[config.mk]
export PLATFORM = sky130hd
export DESIGN_NAME = bus_rr_arbiter_flat
export DESIGN_NICKNAME = d
export VERILOG_FILES = /design/src/rtl/bus_rr_arbiter_pkg.sv /design/src/rtl/bus_rr_arbiter_if.sv /design/src/rtl/bus_rr_arbiter_four_to_one.sv /design/src/rtl/bus_rr_arbiter.sv /design/src/flat_wrapper.sv
export SDC_FILE = /design/constraint.sdc
export NUM_CORES = 1
export LEC_CHECK = 0
export ABC_CLOCK_PERIOD_IN_PS = 2650
export BUFFER_PORTS_ARGS = -buffer_cell sky130_fd_sc_hd__clkbuf_2
export CORE_MARGIN = 8
export CORE_UTILIZATION = 40
export DETAILED_ROUTE_END_ITERATION = 7
export PLACE_DENSITY = 0.78
export SKIP_LAST_GASP = 1
export SYNTH_ARGS = -nofsm -noshare
export SYNTH_HDL_FRONTEND = slang
export SYNTH_SLANG_ARGS = --single-unit
[constraint.sdc]
create_clock -name clk -period 2.65 [get_ports clk]
set_clock_uncertainty 0.2 [all_clocks]
set_input_delay 0.1325 -clock clk [delete_from_list [all_inputs] [get_ports clk]]
set_output_delay 0.1325 -clock clk [all_outputs]
set_load 0.1 [all_outputs]
[src/rtl/bus_rr_arbiter_pkg.sv]
// Shared constants, state type and round-robin search for the internal bus arbiter.
package bus_arb_pkg;

   localparam int unsigned NUM_REQ = 4;
   localparam int unsigned SEL_W   = 2;

   typedef enum logic {ARB_IDLE, ARB_GRANT} arb_state_t;

   // Returns {found, idx}: first set req bit searching from ptr+1 upward, wrapping to ptr last.
   function automatic logic [SEL_W:0] rr_pick(input logic [NUM_REQ-1:0] req,
                                              input logic [SEL_W-1:0]   ptr);
      logic [SEL_W:0]   res;
      logic [SEL_W-1:0] cand;
      res = '0;
      for (int unsigned i = 1; i <= NUM_REQ; i++) begin
         cand = ptr + SEL_W'(i);
         if (!res[SEL_W] && req[cand]) begin
            res = {1'b1, cand};
         end
      end
      return res;
   endfunction

endpackage

[src/rtl/bus_rr_arbiter_if.sv]
// Request/grant and data signals of the shared 16-bit internal bus.
interface bus_rr_arbiter_if
   import bus_arb_pkg::*;
   #(parameter int unsigned DATA_W = 16);

   logic [NUM_REQ-1:0] req;
   logic [DATA_W-1:0]  d0;
   logic [DATA_W-1:0]  d1;
   logic [DATA_W-1:0]  d2;
   logic [DATA_W-1:0]  d3;
   logic [NUM_REQ-1:0] gnt;
   logic [SEL_W-1:0]   sel;
   logic               bus_valid;
   logic [DATA_W-1:0]  bus_q;

   modport master (
      output req, d0, d1, d2, d3,
      input  gnt, sel, bus_valid, bus_q
   );

   modport slave (
      input  req, d0, d1, d2, d3,
      output gnt, sel, bus_valid, bus_q
   );

endinterface

[src/rtl/bus_rr_arbiter_four_to_one.sv]
// Four-input data mux steered by the arbiter's registered select.
module four_to_one
   import bus_arb_pkg::*;
   #(parameter int unsigned DATA_W = 16)
   (
      input  logic [SEL_W-1:0]  sel,
      input  logic [DATA_W-1:0] d0,
      input  logic [DATA_W-1:0] d1,
      input  logic [DATA_W-1:0] d2,
      input  logic [DATA_W-1:0] d3,
      output logic [DATA_W-1:0] y
   );

   always_comb begin
      case (sel)
         2'd0:    y = d0;
         2'd1:    y = d1;
         2'd2:    y = d2;
         default: y = d3;
      endcase
   end

endmodule

[src/rtl/bus_rr_arbiter.sv]
// Round-robin owner selection for PC/MDR/ALU/MARMUX with a bounded tenure under contention.
module bus_rr_arbiter
   import bus_arb_pkg::*;
   #(
      parameter int unsigned DATA_W   = 16,
      parameter int unsigned MAX_HOLD = 8
   )
   (
      input logic            clk,
      input logic            reset,
      bus_rr_arbiter_if.slave bus
   );

   localparam int unsigned      CNT_W    = (MAX_HOLD > 1) ? $clog2(MAX_HOLD) : 1;
   localparam logic [CNT_W-1:0] CNT_LAST = CNT_W'((MAX_HOLD == 0) ? 0 : MAX_HOLD - 1);
   localparam bit               LIMITED  = (MAX_HOLD != 0);

   arb_state_t         state, state_nx;
   logic [SEL_W-1:0]   ptr, ptr_nx;
   logic [SEL_W-1:0]   sel_q, sel_nx;
   logic [NUM_REQ-1:0] gnt_q, gnt_nx;
   logic [CNT_W-1:0]   cnt, cnt_nx;

   logic [SEL_W:0]     pick;
   logic               found;
   logic [SEL_W-1:0]   pidx;
   logic               owner_req;
   logic               others;
   logic               timeout;
   logic               grant_new;
   logic [DATA_W-1:0]  mux_y;

   always_ff @(posedge clk) begin
      if (reset) begin
         state <= ARB_IDLE;
         ptr   <= '1;
         sel_q <= '0;
         gnt_q <= '0;
         cnt   <= '0;
      end else begin
         state <= state_nx;
         ptr   <= ptr_nx;
         sel_q <= sel_nx;
         gnt_q <= gnt_nx;
         cnt   <= cnt_nx;
      end
   end

   // While granted, ptr equals the owner, so a timeout pick can never re-select the owner.
   always_comb begin
      pick      = rr_pick(bus.req, ptr);
      found     = pick[SEL_W];
      pidx      = pick[SEL_W-1:0];
      owner_req = bus.req[sel_q];
      others    = |(bus.req & ~gnt_q);
      timeout   = LIMITED && (cnt == CNT_LAST) && others;

      state_nx  = state;
      ptr_nx    = ptr;
      sel_nx    = sel_q;
      gnt_nx    = gnt_q;
      cnt_nx    = cnt;
      grant_new = 1'b0;

      case (state)
         ARB_IDLE: begin
            if (found) grant_new = 1'b1;
         end
         ARB_GRANT: begin
            if (!owner_req) begin
               if (found) begin
                  grant_new = 1'b1;
               end else begin
                  state_nx = ARB_IDLE;
                  gnt_nx   = '0;
                  cnt_nx   = '0;
               end
            end else if (timeout) begin
               grant_new = 1'b1;
            end else if (LIMITED && (cnt != CNT_LAST)) begin
               cnt_nx = cnt + 1'b1;
            end
         end
      endcase

      if (grant_new) begin
         state_nx     = ARB_GRANT;
         ptr_nx       = pidx;
         sel_nx       = pidx;
         gnt_nx       = '0;
         gnt_nx[pidx] = 1'b1;
         cnt_nx       = '0;
      end
   end

   four_to_one #(.DATA_W(DATA_W)) u_mux (
      .sel (sel_q),
      .d0  (bus.d0),
      .d1  (bus.d1),
      .d2  (bus.d2),
      .d3  (bus.d3),
      .y   (mux_y)
   );

   always_comb begin
      bus.gnt       = gnt_q;
      bus.sel       = sel_q;
      bus.bus_valid = |gnt_q;
      bus.bus_q     = (|gnt_q) ? mux_y : '0;
   end

endmodule

[src/flat_wrapper.sv]
// flat-port wrapper written by rule: the top's interface ports become plain ports
module bus_rr_arbiter_flat import bus_arb_pkg::*;
#(
      parameter int unsigned DATA_W   = 16,
      parameter int unsigned MAX_HOLD = 8
   )
  (clk, reset, bus_req, bus_d0, bus_d1, bus_d2, bus_d3, bus_gnt, bus_sel, bus_bus_valid, bus_bus_q);
  bus_rr_arbiter_if #(.DATA_W(DATA_W)) bus_i ();
  input logic clk;
  input logic reset;
  input wire logic [$bits(bus_i.req)-1:0] bus_req;
  input wire logic [$bits(bus_i.d0)-1:0] bus_d0;
  input wire logic [$bits(bus_i.d1)-1:0] bus_d1;
  input wire logic [$bits(bus_i.d2)-1:0] bus_d2;
  input wire logic [$bits(bus_i.d3)-1:0] bus_d3;
  output wire logic [$bits(bus_i.gnt)-1:0] bus_gnt;
  output wire logic [$bits(bus_i.sel)-1:0] bus_sel;
  output wire logic [$bits(bus_i.bus_valid)-1:0] bus_bus_valid;
  output wire logic [$bits(bus_i.bus_q)-1:0] bus_bus_q;
  assign bus_i.req = bus_req;
  assign bus_i.d0 = bus_d0;
  assign bus_i.d1 = bus_d1;
  assign bus_i.d2 = bus_d2;
  assign bus_i.d3 = bus_d3;
  assign bus_gnt = bus_i.gnt;
  assign bus_sel = bus_i.sel;
  assign bus_bus_valid = bus_i.bus_valid;
  assign bus_bus_q = bus_i.bus_q;
  bus_rr_arbiter #(.DATA_W(DATA_W), .MAX_HOLD(MAX_HOLD)) u_core (.clk(clk), .reset(reset), .bus(bus_i));
endmodule
After elaboration in Yosys (flattened, before gate mapping)
Index checks and enable logic that the tools add are counted.
{"block": "op_classes", "eq_ne": 9, "n_reduce_logical": 15, "order_cmp": 7, "n_addsub": 4, "bitwise": 3, "mux": 33}
{"operator": "$pmux 16 s3", "n": 1}
{"operator": "$mux 3", "n": 8}
{"operator": "$lt 2x3->1 const B", "n": 6}
{"operator": "$mux 16", "n": 1}
{"operator": "$mux 4", "n": 4}
{"operator": "$mux 1", "n": 12}
{"operator": "$bmux 1 s2", "n": 5}
{"operator": "$ne 2x2->1 const B", "n": 5}
{"operator": "$reduce_or 4->1", "n": 2}
{"operator": "$logic_and 1x1->1", "n": 5}
{"operator": "$add 2x2->2 const B", "n": 2}
{"operator": "$and 4x4->4", "n": 1}
{"operator": "$not 4->4", "n": 1}
{"operator": "$reduce_and 4->1", "n": 1}
{"operator": "$add 3x1->3 const B", "n": 1}
{"operator": "$eq 3x3->1 const B", "n": 1}
{"operator": "$logic_not 1->1", "n": 3}
{"operator": "$ne 3x3->1 const B", "n": 1}
{"operator": "$reduce_and 3->1", "n": 1}
{"operator": "$add 2x1->2 const B", "n": 1}
{"operator": "$demux 1 s2", "n": 1}
{"operator": "$eq 2x1->1 const B", "n": 1}
{"operator": "$eq 2x2->1 const B", "n": 1}
{"operator": "$ge 2x1->1 const B", "n": 1}
{"operator": "other kinds (5)", "n": 5}
{"block": "totals", "ff_bits": 12, "output_inout_bits": 23, "in_bits": 70}

Depth between registers and ports, before layout
{"block": "depth", "depth_word": 18, "depth_mapped": 6, "ltp_nobuf": 6}

Cells and area by module
A second synthesis with hierarchy kept.
{"block": "hier_totals", "cells_unflattened": 113, "hier_area_um2": 1253.7}
{"module": "bus_rr_arbiter", "cells_each": 93, "n_inst": 1, "area_per_inst_um2": 829.5, "seq_area_each_um2": 240.2}
{"module": "four_to_one", "cells_each": 20, "n_inst": 1, "area_per_inst_um2": 424.2, "seq_area_each_um2": 0.0}

Least setup slack after synthesis
Ideal clock, no wire load.
{"block": "synth_path", "kind": "reg-to-output", "from": "register u_core.sel_q[1] (netlist: u_core.bus.sel[1])", "to": "output port bus_bus_q[10]", "required_ps": 2318, "arrival_time_ps": 3231, "slack_ps": -914, "stages_incl_launch_ff": 5, "n_path_buf": 2, "path_cell_list": "dfxtp_1 > clkbuf_1 > clkbuf_1 > mux4_2 > nor2b_1"}
{"block": "synth_via", "elab_chain_cells": 3, "word_cells_on_any_way": 5, "cone_classes": "eq/ne (2); mux (2); reduce/logical (1)"}
{"element": "start, declared", "line_no": "bus_rr_arbiter.sv:20", "text": "logic [SEL_W-1:0] sel_q, sel_nx;"}
{"element": "start signal, assigned", "line_no": "bus_rr_arbiter.sv:43", "text": "sel_q <= sel_nx;"}
{"element": "$eq 2x2->1 (tied with other cells)", "line_no": "bus_rr_arbiter_four_to_one.sv:15", "text": "case (sel)"}
{"element": "$pmux 16 s3 (*)", "line_no": "bus_rr_arbiter_four_to_one.sv:15"}
{"element": "$mux 16 (*)", "line_no": "bus_rr_arbiter.sv:109", "text": "bus.bus_q = (|gnt_q) ? mux_y : '0;"}
{"element": "end, declared", "line_no": "flat_wrapper.sv:19", "text": "output wire logic [$bits(bus_i.bus_q)-1:0] bus_bus_q;"}
Every way passes the cells marked *; elsewhere a longest branch is shown, timed or not.

Final worst setup path
{"block": "layout_path", "from": "register u_core.sel_q[0] (netlist: u_core.bus.sel[0])", "to": "output port bus_bus_q[12]"}
The elaborated chain is that of the path after synthesis.

==> flow_summary.toml <==
[outcome]
outcome = "finished clean"

[drt]
drt_first_pass_iters = 4
drtIter0Drc = 69
final_antenna_net_count = 0
avgViaCountPerCell = 5.58
drc = 0
vias = 1340
wl_per_cell_um = 17.7
wl_um = 4240

[worst_setup_path]
r2r-start = "u_core.bus.sel[0]$_SDFFE_PP0P_"
worstSetupEndpointType = "primary output"
reg2reg_depth = 4
cp_max_fo = 10
worstPathCellList = "buf_4, mux4_2, nor2b_4, clkbuf_2"
cp_slowest_cell = "mux4_2"
crit_path_start_kind = "flop"
worstReg2RegEnd = "u_core.ptr[1]$_SDFFE_PP1P_"
reg2reg_slack_ns = 0.58
cpLargestDelayFamily = "buffers and inverters"
crit_path_max_incr_delay_ns = 0.53
critical_path_required_ns = 2.32
crit_type = "flop to primary output"
arrival_ns = 1.89
crit_buf_inv = 2

[min_path]
min_path_type = "input port to flop"
worstHoldStart = "bus_req[0]"
min_to = "u_core.state$_SDFF_PP0_"
hold_depth = 4

[pwr]
total_power_mw = 1.42
combPwrFrac_pct = 73.8
p_sw_mw = 0.807
pwr_density_cell_mw_per_mm2 = 734
ir_worst_vdd_mv = 0.299
p_int_mw = 0.609
p_leak_nw = 0.904
switching_share_pct = 57.0
clock_power_share_pct = 10.1
p_seq_share_pct = 16.1

[sta]
slew_viol_final = 0
worstMarginPinSlew_ns = 0.607
timing.fmax_mhz = 450
hold_viol_final = 0
setup_tns_ns = 0
finalSetupViolCount = 0
whs_ns = 0.131
slew_headroom_pct = 59.1
finalCritPeriodShare_pct = 83.9
fin_crit_ns = 2.22
rsz0062_at_grt = "false"

[clock_network]
post_cts.repair.setup_buffers = 0
cts_max_level = 1
cts_root_buf = "clkbuf_4"
post_cts_resized = 0
clk_latency_ns = 0.26
cts_tree = "done"
clock_sinks = 12
cts_max_path_buffers = 2
clk_pin_slew_ns = 0.07
cts_buffers = 3

[final_layout]
syn2layout_area_growth_pct = 61.7
nets = 280
drive_gt1_share_pct = 64.3
diodes = 0
final_util_pct = 65.3
fillers = 226

[logic_synthesis]
synthCells = 112
yosysSeqAreaShare_pct = 20.1
synth_flop_cell = "dfxtp_1"
ys_ff_latch = 12
synth_edf_count = 0
syn_nets = 184
synthArstFlopShare_pct = 0
yosys_warnings = 0
netlist_area_mm2 = 0.00119
synth.avg_cell_area_um2 = 10.6
ys_types = 32

[placement]
globalplace.congestion = 0.776
port_buffers = 92
place_hpwl_um = 3630

[global_routing]
grt_pass1_wl_um = 6680
grt_pass1_vias = 1291
grt_max_degree = 20
grt-ovfl-total = 0
grt.total_usage_pct = 16.4
antenna_found_initial = 0

[die]
dieWidth_um = 70.6
core_mm2 = 0.00295
dieArea_mm2 = 0.00498
initial_core_util_pct = 40.4
die_h_um = 70.6
ios = 93
rows = 20

[run]
maxCapViolCount = 0
## worst reg2reg max path: stages (launching register included)
cell and delay [ns]:
dfxtp_1 0.34, buf_4 0.19, mux4_2 0.63, a31oi_1 0.43
o221ai_1 0.16
## registers in the layout, summed over array words and instances, names as in the netlist
signal	cells
u_core.bus.gnt	4
u_core.cnt	3
u_core.bus.sel	2
u_core.ptr	2
u_core.state	1
## power groups by stage
| stage | combinational, mW | sequential, mW | clock, mW |
|---|---|---|---|
| after floorplan | 0.738 | 0.294 | 0 |
| final | 1.05 | 0.228 | 0.142 |
| after global routing | 1.09 | 0.232 | 0.157 |
| after CTS | 1.05 | 0.229 | 0.147 |
| after detailed placement | 1.05 | 0.233 | 0 |
| after global placement | 1.04 | 0.232 | 0 |
## cell usage after synthesis (all sizes together), types with 3 or more instances
cell / n / area [um2]
nor3: 5 / 25.0
nor2b: 22 / 138
dfxtp: 12 / 240
a22oi: 3 / 22.5
mux4: 17 / 405
clkbuf: 4 / 15.0
nor4: 3 / 18.8
nand2: 6 / 22.5
o32ai: 5 / 43.8
inv: 4 / 15.0
nand2b: 4 / 25.0
nor2: 3 / 11.3
## kinds of logic (layout without fill, tap and decap cells)
logic type / after synthesis / count (layout) / synth area share, %
and+or+nand+nor: 47 / 47 / 22.0
AOI/OAI and AO/OA: 23 / 23 / 16.9
muxes: 18 / 18 / 34.9
DFF: 12 / 12 / 20.1
buffers and inverters: 10 / 105 / 3.88
adders and majority gates: 2 / 2 / 2.10
## layout make-up
type                       instances  area, um2  share of cell area [%]
inverter                           4       15.0                   0.779
clock buffer                       4       36.3                    1.88
sequential                        12        241                    12.5
timing repair buffer              97        593                    30.8
multi-input combinational         90       1000                    51.9
tap                               33       41.3                    2.14
## cell usage in the layout, fill, tap and decap left out, types with 2 or more instances in the layout
| master | n |
|---|---|
| mux4_2 | 11 |
| inv_1 | 4 |
| nor3_1 | 5 |
| nor2b_1 | 6 |
| nor4_1 | 2 |
| mux4_1 | 6 |
| a21oi_1 | 2 |
| a22oi_1 | 3 |
| buf_12 | 6 |
| a22o_1 | 2 |
| clkbuf_2 | 85 |
| nand2_1 | 6 |
| nand2b_1 | 4 |
| nor2b_4 | 8 |
| a31oi_1 | 2 |
| buf_4 | 5 |
| o32ai_1 | 5 |
| nor2_1 | 3 |
| ha_1 | 2 |
| clkbuf_4 | 3 |
| nand3_1 | 2 |
| nor2b_2 | 8 |
| dfxtp_1 | 11 |
## worst max path at each step
stage	start	end	cells past startpoint
finish	u_core.bus.sel[0]$_SDFFE_PP0P_	bus_bus_q[12]	4
global route	u_core.bus.sel[0]$_SDFFE_PP0P_	bus_bus_q[5]	4
CTS	u_core.bus.sel[0]$_SDFFE_PP0P_	bus_bus_q[12]	4
detailed placement	u_core.bus.sel[0]$_SDFFE_PP0P_	u_core.ptr[1]$_SDFFE_PP1P_	4
global placement	u_core.bus.sel[0]$_SDFFE_PP0P_	u_core.ptr[1]$_SDFFE_PP1P_	4
floorplan	u_core.bus.sel[0]$_SDFFE_PP0P_	bus_bus_q[10]	4
## metal layers
metal / part of all wire (%) / global-route usage [%]
met5: 0 / 0
met4: 0 / 2.08
met3: 9.1 / 5.08
met2: 53 / 29.1
met1: 38 / 19.2
## timing repair
item	in CTS	in global routing
endpoints found under the hold margin	6	0
setup endpoints to repair	0	0
hold buffers	1	0
## metrics by stage
stage | worst slack [ns] | cell area, um2 | std cells
global placement | 0.675 | 1880 | 235
detailed placement | 0.613 | 1880 | 235
global route | 0.353 | 1930 | 240
finish | 0.425 | 1930 | 240
floorplan | -0.243 | 1280 | 112
CTS | 0.398 | 1930 | 240
(Power assumes the default switching activity.)
